--- config.mk ---
export PLATFORM = sky130hd
export DESIGN_NAME = fsm_step_ctrl
export DESIGN_NICKNAME = d
export VERILOG_FILES = /design/src/rtl/fsm_step_ctrl.sv
export SDC_FILE = /design/constraint.sdc
export NUM_CORES = 1
export LEC_CHECK = 0
export CAP_MARGIN = 20
export CORE_ASPECT_RATIO = 1.5
export CORE_MARGIN = 2
export CORE_UTILIZATION = 59
export DETAILED_ROUTE_END_ITERATION = 10
export PLACE_DENSITY = 0.85
export SYNTH_ARGS = -nofsm -noshare
export SYNTH_HDL_FRONTEND = slang
export SYNTH_SLANG_ARGS = --single-unit
--- constraint.sdc ---
create_clock -name clk -period 3.2 [get_ports clk]
set_clock_uncertainty 0.05 [all_clocks]
set_input_delay 0.32 -clock clk [delete_from_list [all_inputs] [get_ports clk]]
set_output_delay 0.32 -clock clk [all_outputs]
set_load 0.005 [all_outputs]
--- src/rtl/fsm_step_ctrl.sv ---
// fsm_step_ctrl: steps a 2-bit state register through an 8-entry input sequence, manually or on a prescaler tick.
module fsm_step_ctrl #(
  parameter int DIV = 100_000_000
) (
  input  logic        clk,
  input  logic        rst,
  input  logic        start,
  input  logic        step,
  input  logic        mode,
  input  logic [15:0] seq,
  input  logic        ny2,
  input  logic        ny1,
  input  logic        z,
  output logic        x2,
  output logic        x1,
  output logic        y2,
  output logic        y1,
  output logic [2:0]  idx,
  output logic [7:0]  z_hist,
  output logic        busy,
  output logic        done
);
  localparam int CW = $clog2(DIV + 1);
  localparam logic [CW-1:0] LAST = CW'(DIV - 1);
  typedef enum logic [1:0] {IDLE, RUN, DONE} state_t;
  state_t state_q, state_d;
  logic [2:0]    start_q, start_d, step_q, step_d;
  logic [1:0]    mode_q, mode_d;
  logic [15:0]   shadow_q, shadow_d;
  logic [CW-1:0] cnt_q, cnt_d;
  logic [2:0]    idx_q, idx_d, nidx;
  logic [1:0]    x_q, x_d, y_q, y_d;
  logic [7:0]    zh_q, zh_d;
  logic          start_edge, step_edge, mode_s, tick, commit;
  assign start_edge = start_q[1] & ~start_q[2];
  assign step_edge  = step_q[1] & ~step_q[2];
  assign mode_s     = mode_q[1];
  assign tick       = (state_q == RUN) && mode_s && (cnt_q == LAST);
  assign commit     = (state_q == RUN) && (mode_s ? tick : step_edge);
  assign nidx       = idx_q + 3'd1;
  always_ff @(posedge clk or posedge rst) begin
    if (rst) begin
      state_q  <= IDLE;
      start_q  <= '0;
      step_q   <= '0;
      mode_q   <= '0;
      shadow_q <= '0;
      cnt_q    <= '0;
      idx_q    <= '0;
      x_q      <= '0;
      y_q      <= '0;
      zh_q     <= '0;
    end else begin
      state_q  <= state_d;
      start_q  <= start_d;
      step_q   <= step_d;
      mode_q   <= mode_d;
      shadow_q <= shadow_d;
      cnt_q    <= cnt_d;
      idx_q    <= idx_d;
      x_q      <= x_d;
      y_q      <= y_d;
      zh_q     <= zh_d;
    end
  end
  always_comb begin
    state_d = state_q;
    if (start_edge) state_d = RUN;
    else if (commit && idx_q == 3'd7) state_d = DONE;
  end
  // start wins over a same-cycle commit, so the load branch comes first
  always_comb begin
    start_d  = {start_q[1:0], start};
    step_d   = {step_q[1:0], step};
    mode_d   = {mode_q[0], mode};
    shadow_d = shadow_q;
    idx_d    = idx_q;
    x_d      = x_q;
    y_d      = y_q;
    zh_d     = zh_q;
    cnt_d    = (state_q == RUN && mode_s && !tick) ? cnt_q + 1'b1 : '0;
    if (start_edge) begin
      shadow_d = seq;
      idx_d    = '0;
      x_d      = seq[1:0];
      y_d      = '0;
      zh_d     = '0;
      cnt_d    = '0;
    end else if (commit) begin
      y_d   = {ny2, ny1};
      zh_d  = {zh_q[6:0], z};
      idx_d = (idx_q == 3'd7) ? idx_q : nidx;
      x_d   = (idx_q == 3'd7) ? x_q : shadow_q[{nidx, 1'b0} +: 2];
    end
  end
  always_comb begin
    {x2, x1} = x_q;
    {y2, y1} = y_q;
    idx      = idx_q;
    z_hist   = zh_q;
    busy     = (state_q == RUN);
    done     = (state_q == DONE);
  end
endmodule

* Word-level counts from Yosys, hierarchy flattened
Index checks and enable logic that the tools add are counted.
Storage, ports and cells: bits in registers 68, latch bits 0, bits in writable memories 0, ROM bits 0, input port bits 24, output and inout port bits 17, word-level logic and storage cells 46, memories 0
Operators by class: add/subtract/negate cells 2, multipliers 0, divide/modulo/power cells 0, $lt $le $gt $ge 0, eq/ne operators 5, shift-type cells 1, muxes and demuxes 15, bitwise gates (word level) 4, reductions and logical operators 9
Operators by type and width (number):
- $mux 27 | 2
- $add 27x1->27 const B | 1
- $eq 27x27->1 const B | 1
- $mux 8 | 2
- $shiftx 16x5->2 | 1
- $mux 2 | 7
- $mux 3 | 3
- $logic_and 1x1->1 | 5
- $reduce_bool 2->1 | 2
- $add 3x1->3 const B | 1
- $eq 3x3->1 const B | 1
- $and 1x1->1 | 2
- $eq 2x1->1 const B | 1
- $eq 2x2->1 const B | 1
- $ne 2x2->1 const B | 1
- $not 1->1 | 2
- $reduce_and 2->1 | 1
- $logic_not 1->1 | 1
- $mux 1 | 1

* Logic depth before layout (Yosys ltp)
depth in word-level cells 8, mapped depth 7

* Least setup slack after synthesis
No wires, ideal clock.
path type register to register, start point register cnt_q[11], end point register state_q[0], setup time 134 ps, arrival time 1916 ps, setup slack 1099 ps, stages on the path, launching flop included 7, path buffers 1, period minus slack after synthesis 2101 ps, cells stage by stage dfrtp_1 or4b_4 nor4_4 a41oi_4 clkbuf_1 o31ai_1 nand2_1
On the way: longest elaborated chain between the ends 6
RTL lines:
- from (decl) | line 30 | logic [CW-1:0] cnt_q, cnt_d;
- from (signal assigned) | line 59 | cnt_q <= cnt_d;
- $eq 27x27->1 | line 38 | assign tick = (state_q == RUN) && mode_s && (cnt_q == LAST);
- $logic_and 1x1->1 | line 38
- $mux 1 | line 39 | assign commit = (state_q == RUN) && (mode_s ? tick : step_edge);
- $logic_and 1x1->1 | line 39
- $logic_and 1x1->1 | line 69 | else if (commit && idx_q == 3'd7) state_d = DONE;
- $reduce_bool 2->1 (no line)
- to (signal assigned) | line 54 | state_q <= state_d;
- to (decl) | line 26 | state_t state_q, state_d;
Every way passes these cells. A chain may end at the register's enable or synchronous reset.

* Worst setup path after layout
start point register cnt_q[17], end point register cnt_q[20]
On the way: longest elaborated chain between the ends 6
RTL lines:
- parallel branches: the longest is 4 deep, another holds $add 27x1->27
- $mux 27 * | line 81 | cnt_d = (state_q == RUN && mode_s && !tick) ? cnt_q + 1'b1 : '0;
- $mux 27 * | line 82 | if (start_edge) begin
- named net cnt_d[20] | line 30
Mark *: on every way through the listed nets, which the timed path passes.

==> flow_summary_export.csv <==
group,metric,value,unit
status,status,"complete, no violations",
sta,fin_crit,2360,ps
finish,drive_above_1_share,9.30,%
clock_network,cts_tree,"built",
die,initial_core_util,60.0,%
yosys,synth_cell_type_count,35,
die,die_w,62.7,µm
global_route,track_usage,24.8,%
placement,postPlaceCellArea,0.00354,mm²
yosys,synth.area.top_cells,"dfrtp_1 (56%), nand2_1 (6.9%), xor2_1 (4.6%)",
clock_network,cts.reportedPaths.clkPinSlew,70,ps
critical_path,cp.required,3380,ps
yosys,syn_area_per_cell,10.0,µm²
sta,drv_slew,0,
die,rows,32,
critical_path,crit_family,"simple AND/OR/NAND/NOR gates",
detailed_routing,drt_first_iter_violations,89,
global_route,gr-total-overflow,0,
finish,fill_cells,373,
yosys,synth_top_area_share,55.8,%
clock_network,postCtsSetupBuffers,0,
sta,worst_pin_slew,740,ps
finish,diodes,0,
finish,stdcell_count,423,
critical_path,cp-start-kind,"flip-flop",
pwr,p_leak,1.64,nW
placement,hpwl,4580,µm
sta,setup_viol,0,
detailed_routing,drt-vias-per-instance,5.67,
clock_network,cts_made_buffers,9,
yosys,ys_seq_area_share,55.8,%
yosys,ys.flop_type,"dfrtp_1",
pwr,ir_drop,488,µV
global_route,grt_pass1_vias,2456,
clock_network,cts-resized-gates,0,
global_route,antenna_found_initial,0,
placement,portBuffers,40,
detailed_routing,route.detailed.drc,0,
global_route,grt_max_degree,25,
finish,nets,377,
clock_network,insertion_delay,350,ps
clock_network,hold_buffers,0,
pwr,p_total,1.79,mW
pwr,swShare,24.3,%
critical_path,path_class,"flip-flop to flip-flop",
yosys,asyncSetResetFlopFracSynth,100,%
pwr,powerDensity,480,mW/mm²
yosys,synth_top_cell_by_area,"dfrtp_1",
detailed_routing,vias,2397,
yosys,synthCells,304,
clock_network,clockBufferDepth,2,
yosys,synth_seq_cells,68,
finish,final_area,0.00373,mm²
critical_path,crit_buf_inv,1,
pwr,pwr-share-clk,37.9,%
yosys,synth-edff-count,0,
sta,maxSlewHeadroom,50.5,%
clock_network,cts_sinks,68,
yosys,synth_warnings,0,
sta,hold_viol_final,0,
clock_network,htree_levels,3,
pwr,p_sw,435,µW
critical_path,max_stage_delay,570,ps
die,io_pins,41,
critical_path,end_kind,"flip-flop",
die,fp.dieH,92.1,µm
pwr,p_comb_share,10.0,%
pwr,p_seq_share,52.1,%
die,die-area,0.00578,mm²
pwr,p_int,1.36,mW
sta,post-route-period-util,73.6,%
critical_path,crit_arrival,2540,ps
global_route,grt_pass1_wl,10900,µm
sta,rsz0062_at_grt,"no",
placement,gp_congestion,0.842,
critical_path,path_cells,"or4_4 -> nor4_4 -> nand3_1 -> nand4_1 -> buf_4 -> nor2_1",
detailed_routing,wl_per_cell,15.3,µm
critical_path,cp_max_fo,17,
job,drv_cap,0,
critical_path,slowest_stage,"or4_4",
detailed_routing,routed_wirelength,6480,µm
sta,fin_setup_tns,0,ps
yosys,synth_area,0.00305,mm²
detailed_routing,drt_first_pass_iters,4,
detailed_routing,ant_nets,0,
clock_network,cts_root_buffer,"clkbuf_8",
min_path,min_path_type,"primary input to async pin",
yosys,synth.net_count,331,
sta,fmax,0.424,GHz
die,core,0.00508,mm²
placement,place.detailed.instances,407,
finish,syn_to_final_growth,22.2,%
## power groups by stage
stage               registers (mW)  logic, mW  clock network [mW]
CTS                          0.931      0.182               0.682
floorplan                    0.939      0.102                   0
global placement             0.944      0.172                   0
finish                       0.932      0.179               0.679
global route                 0.935      0.199               0.715
detailed placement           0.946      0.180                   0
## cells in the mapped netlist, types with 3 or more instances
master,number
a21oi_1,15
and3_1,4
clkbuf_1,9
dfrtp_1,68
ha_1,3
inv_1,7
mux4_2,4
nand2_1,56
nand3_1,23
nand4_1,11
nor2_1,34
nor3_1,3
o21ai_0,17
xnor2_1,9
xor2_1,16
## state kept, by name, indices dropped and copies added (netlist names)
signal and count:
idx 3, step_q 3, z_hist 8, y_q 2, x_q 2, start_q 3, state_q 2, cnt_q 27
shadow_q 16, mode_q 2
## cells by family after synthesis
group	synth area share, %
fa+ha+maj	1.23
mux	3.61
xor+xnor	7.18
compound gates	6.97
buf+inv	2.67
flops	55.8
simple gates	22.6
## placed cells by master (no fill, tap or decap), types with 2 or more instances in the layout
cell              n
dfrtp_1          68
nand2_1          56
clkdlybuf4s50_1  40
nor2_1           34
nand3_1          23
o21ai_0          17
xor2_1           16
a21oi_1          15
nand4_1          11
xnor2_1           9
clkbuf_8          9
buf_4             8
inv_1             6
mux4_2            4
and3_1            4
nor3_1            3
ha_1              3
clkbuf_1          3
nand2b_1          2
and2_1            2
mux2i_1           2
clkinvlp_4        2
## metal layers
metal | wire (µm) | up-vias | part of all wire [%] | track usage [%]
met2 | 3550 | 60 | 55 | 44.1
met4 | 247 | 0 | 3.8 | 14.3
met1 | 2490 | 1193 | 38 | 27.4
met5 | 0 | - | 0 | 0
met3 | 198 | 23 | 3.1 | 4.79
li1 | - | 1121 | - | -
## through the flow
step / utilization, % / hold WS, ps / setup WS, ps
after floorplan: - / 281 / 1100
after global placement: 69.7 / 285 / 918
after detailed placement: 69.7 / 289 / 863
after CTS: 73.4 / 283 / 840
after global routing: 73.4 / 305 / 675
final: 73.4 / 270 / 844
## layout make-up
class                      instances  area (µm²)  area share [%]
inverter                           7        26.3           0.704
clock inverter                     4        50.0            1.34
multi-input combinational        216        1270            34.1
timing repair buffer              48         460            12.3
clock buffer                      12         135            3.62
sequential                        68        1700            45.6
tap                               68        85.1            2.28
## worst paths after layout
| path | slack, ps | cells past startpoint | start | end |
|---|---|---|---|---|
| worst max-delay path | 840 | 6 | cnt_q[17]$_DFF_PP0_ | cnt_q[20]$_DFF_PP0_ |
| worst min-delay path | 270 | 2 | rst | cnt_q[13]$_DFF_PP0_ |
| worst max register to register | 840 | 6 | cnt_q[17]$_DFF_PP0_ | cnt_q[20]$_DFF_PP0_ |
| worst min register to register | 300 | 0 | start_q[0]$_DFF_PP0_ | start_q[1]$_DFF_PP0_ |
| max in group asynchronous | 2150 | 3 | rst | idx[0]$_DFFE_PP0P_ |
| min in group clk | 300 | 0 | start_q[0]$_DFF_PP0_ | start_q[1]$_DFF_PP0_ |
(Power assumes the default switching activity.)
